### config.mk
export PLATFORM = sky130hd
export DESIGN_NAME = mem_arbiter
export DESIGN_NICKNAME = d
export VERILOG_FILES = /design/src/rtl/mem_arbiter.sv
export SDC_FILE = /design/constraint.sdc
export NUM_CORES = 1
export LEC_CHECK = 0
export CORE_AREA = 2 2 105 107
export CTS_BUF_LIST = sky130_fd_sc_hd__clkbuf_4 sky130_fd_sc_hd__clkbuf_8
export DETAILED_ROUTE_END_ITERATION = 8
export DIE_AREA = 0 0 107 109
export GPL_TIMING_DRIVEN = 1
export SLEW_MARGIN = 10
export SYNTH_ARGS = -nofsm -noshare
export SYNTH_HDL_FRONTEND = slang
export SYNTH_SLANG_ARGS = --single-unit
### constraint.sdc
create_clock -name CLK -period 3 [get_ports CLK]
set_input_delay 0.45 -clock CLK [delete_from_list [all_inputs] [get_ports CLK]]
set_output_delay 0.45 -clock CLK [all_outputs]
set_load 0.02 [all_outputs]
### src/rtl/mem_arbiter.sv
// Arbitrates a single RAM port between an icache read port and a dcache
// read/write port; dcache bursts hold the grant, and a fairness bit lets the icache go next.
module mem_arbiter #(
  parameter int unsigned BURST_WORDS = 2,
  parameter int unsigned AW          = 32
) (
  input  logic          CLK,
  input  logic          nRST,
  input  logic          iREN,
  input  logic [AW-1:0] iaddr,
  output logic          iwait,
  output logic [AW-1:0] iload,
  input  logic          dREN,
  input  logic          dWEN,
  input  logic [AW-1:0] daddr,
  input  logic [AW-1:0] dstore,
  output logic          dwait,
  output logic [AW-1:0] dload,
  output logic          ramREN,
  output logic          ramWEN,
  output logic [AW-1:0] ramaddr,
  output logic [AW-1:0] ramstore,
  input  logic [AW-1:0] ramload,
  input  logic          ramready,
  output logic [1:0]    grant
);

  localparam int unsigned WW = (BURST_WORDS > 1) ? $clog2(BURST_WORDS) : 1;

  typedef enum logic [1:0] {
    IDLE = 2'b00,
    IGNT = 2'b01,
    DGNT = 2'b10
  } state_t;

  state_t        state_q, state_d;
  logic [WW-1:0] wcnt_q, wcnt_d;
  logic          fair_q, fair_d;
  logic          d_req;

  assign d_req = dREN | dWEN;

  // State, word counter and fairness bit.
  always_ff @(posedge CLK or negedge nRST) begin
    if (!nRST) begin
      state_q <= IDLE;
      wcnt_q  <= '0;
      fair_q  <= 1'b0;
    end else begin
      state_q <= state_d;
      wcnt_q  <= wcnt_d;
      fair_q  <= fair_d;
    end
  end

  // Next-state logic: one-cycle arbitration from IDLE, bursts are not preempted.
  always_comb begin
    state_d = state_q;
    wcnt_d  = wcnt_q;
    fair_d  = fair_q;
    case (state_q)
      IDLE: begin
        if (d_req && !(fair_q && iREN)) begin
          state_d = DGNT;
        end else if (iREN) begin
          state_d = IGNT;
        end
      end
      IGNT: begin
        if (ramready || !iREN) begin
          state_d = IDLE;
          fair_d  = 1'b0;
        end
      end
      DGNT: begin
        if (!d_req || (ramready && (wcnt_q == WW'(BURST_WORDS - 1)))) begin
          state_d = IDLE;
          wcnt_d  = '0;
          fair_d  = iREN;
        end else if (ramready) begin
          wcnt_d = wcnt_q + WW'(1);
        end
      end
      default: begin
        state_d = IDLE;
        wcnt_d  = '0;
        fair_d  = 1'b0;
      end
    endcase
  end

  // RAM strobes and wait signals follow the current grant with no added delay.
  always_comb begin
    ramREN   = 1'b0;
    ramWEN   = 1'b0;
    ramaddr  = daddr;
    ramstore = dstore;
    iwait    = 1'b1;
    dwait    = 1'b1;
    case (state_q)
      IGNT: begin
        ramREN  = iREN;
        ramaddr = iaddr;
        iwait   = ~ramready;
      end
      DGNT: begin
        ramWEN = dWEN;
        ramREN = dREN & ~dWEN;
        dwait  = ~ramready;
      end
      default: ;
    endcase
  end

  assign iload = ramload;
  assign dload = ramload;
  assign grant = state_q;

endmodule

==> metrics.md <==
| Metric | Value |
|---|---|
| Status | `complete, no violations` |
| Crit path largest cell delay | `560 ps` |
| Yosys cell types | `17` |
| Core area | `0.0106 mm^2` |
| First-pass GRT wire length | `5.29 mm` |
| Total number of yosys warnings | `0` |
| CP Data Required Time | `2550 ps` |
| WHS | `444 ps` |
| Flop pwr share | `0.088` |
| Global-route usage over all layers | `0.0596` |
| Part of the Yosys area used for sequential elements | `0.0713` |
| Crit-path cells | `inv_1, ha_1, buf_12, mux2_2, clkdlybuf4s50_1` |
| Initial Utilization | `0.132` |
| Site Rows | `38` |
| DRT Wirelength | `3.92 mm` |
| Synthesized area | `0.00140 mm^2` |
| Tcrit/Tclk final | `0.872` |
| Pwr dens | `564 mW/mm^2` |
| Post-Syn Nets | `302` |
| Number of antenna violations at the first check in global routing | `0` |
| Slew headroom | `0.756` |
| Vias per inst | `3.21` |
| Fin crit period | `approximately 2600 ps` |
| Largest area contributor in the netlist | `buf_4` |
| Global route total overflow | `0` |
| Post-CTS Setup Bufs | `0` |
| Clock sinks | `4` |
| Nets | `315` |
| I/O Buffers | `107` |
| Post-synth ARST share | `1.00` |
| RSZ-0062 raised after global routing | `no` |
| Switching Share | `0.406` |
| Most common flop cell mapped by yosys | `dfrtp_1` |
| WL/cell | `12.4 um` |
| Die Wd | `107 um` |
| TritonCTS buffer count | `3` |
| Fmax | `approximately 0.38 GHz` |
| Largest net degree at the start of global routing | `33` |
| CTS resizes | `0` |
| Layout cells sized above 1 | `0.217` |
| EDFF count, synth | `0` |
| Detailed router's first-iteration violation count | `29` |
| Slew of the pin with the lowest slew margin | `361 ps` |
| Htree depth | `1` |
| DRT Pass-1 Iters | `2` |
| Combinational fraction of design power | `0.811` |
| Die area | `0.0117 mm^2` |
| Total power | `~1.1 mW` |
| Max Fanout on Critical Path | `32` |
| Critical path class | `flip-flop to primary output` |
| Share of the synthesized area in the top cell type | `0.513` |
| # diodes | `0` |
| TritonCTS clock tree | `built` |
| Lkg Pwr | `0.706 nW` |
| Fin. max-slew vios | `0` |
| Clock-pin slew on the worst setup and hold paths | `30 ps` |
| Die height | `109 um` |
| Mapped Cells | `between 150 and 200` |
| Buffers plus inverters on the worst setup path | `3` |
| Worst Setup Start Kind | `flip-flop` |
| Final ANT Viol Nets | `0` |
| Worst-Skew Late Latency | `210 ps` |
| DR vias | `1,012` |
| DPL Wire Length | `3.52 mm` |
| Clk network pwr share | `0.100` |
| Worst Path Arrival | `around 2200 ps` |
| Cell Int Power | `0.660 mW` |
| Setup Viol. Count Final | `0` |
| Area delta synth->final | `40.4%` |
| Hold Fails Final Rpt | `0` |
| CTS root buf | `clkbuf_8` |
| Hold buffers post-CTS | `0` |
| Avg Inst Size Synth | `roughly 8.6 um^2` |
| I/O pins | `268` |
| CP delay by family, top | `buffers and inverters` |
| Slowest-stage cell, CP | `clkdlybuf4s50_1` |
| #FFs+latches synth | `4` |
| Clock Skew | `0.560 ps` |
| Max clock buf depth | `2` |
| Most frequent cell after synthesis | `buf_4` |
| Endpoint class of the critical path | `primary output` |
| Hold Path Class | `primary input to async pin` |
| Setup Total Neg Slack | `0 ps` |
| VDD IR max | `0.215 mV` |
| Vias in the first global route | `1,024` |
| GPL Wtd Cong | `0.780` |
| Max cap viols | `0` |
| Top cells by area, synth | `buf_4, mux2_2, dfrtp_1` |
| DRC Markers | `0` |
| P_sw | `approximately 0.45 mW` |
| Commonest cells post-synth | `buf_4, mux2_2, nand2_1` |
## placed cells by master, fill, tap and decap left out, types with 2 or more instances in the layout
master	instances
clkbuf_8	3
dfrtp_1	4
a2bb2oi_2	2
a21oi_1	3
mux2_2	32
nand2_1	5
ha_1	4
clkdlybuf4s50_1	107
inv_1	3
nor2_1	2
a21boi_0	3
## power groups by stage
stage               logic, mW  registers, mW  clock network (mW)
floorplan               0.673          0.110                   0
global placement        0.917         0.0980                   0
detailed placement      0.910         0.0988                   0
CTS                     0.918         0.0981               0.113
global route            0.962          0.101               0.122
finish                  0.902         0.0982               0.111
## final timing paths
kind | start | to | slack, ps | cells after the start
max | grant[1] | ramaddr[7] | 380 | 5
min | nRST | grant[1] | 440 | 1
max reg2reg | grant[1] | grant[1] | 1510 | 6
min reg2reg | wcnt_q | wcnt_q | 550 | 2
max in group asynchronous | nRST | fair_q | 2390 | 1
min in group CLK | wcnt_q | wcnt_q | 550 | 2
## cell families (layout without fill, tap and decap cells)
| kind of cell | after synthesis | in the layout | share of synthesized area |
|---|---|---|---|
| AO/OA/AOI/OAI | 12 | 12 | 0.0722 |
| multiplexers | 32 | 32 | 0.257 |
| flip-flops | 4 | 4 | 0.0713 |
| buffers and inverters | 103 | 114 | 0.536 |
| adder cells (fa/ha/maj) | 4 | 4 | 0.0357 |
| AND/OR/NAND/NOR | 9 | 9 | 0.0285 |
## area by class of cell
| cell class | instances | area [um^2] |
|---|---|---|
| fillers | 1193 | 8630 |
| repair buffers | 108 | 1090 |
| inverters | 3 | 11.3 |
| flip-flops and latches | 4 | 100 |
| clock buffers | 3 | 41.3 |
| well taps | 140 | 175 |
| multi-input cells | 57 | 552 |
## stage by stage
step	setup slack [ps]	utilization	cells	instance area (um^2)
global route	283	0.186	315	1970
floorplan	1080	-	164	1400
finish	383	0.186	315	1970
CTS	359	0.186	315	1970
detailed placement	586	0.182	312	1930
global placement	619	0.182	312	1930
## state kept, by name, summed over array words and instances, names as in the netlist
| name | cells |
|---|---|
| grant | 2 |
| wcnt_q | 1 |
| fair_q | 1 |
## metal layers
layer  vias to the layer above  share of wire  GRT usage
met5                         -              0          0
met4                         0          0.017     0.0315
met3                         5           0.14     0.0311
met2                       105           0.56      0.117
met1                       436           0.28     0.0473
li1                        466              -          -
## worst reg2reg max path, delay by kind of cell, from the launching register on
kind | cells | cell delay [ps]
buffers and inverters | 1 | 100
AOI/OAI and AO/OA | 3 | 540
and+or+nand+nor | 1 | 100
adders and majority gates | 1 | 250
DFF | 1 | 380
Note: power is estimated with default switching activity, not from simulation.
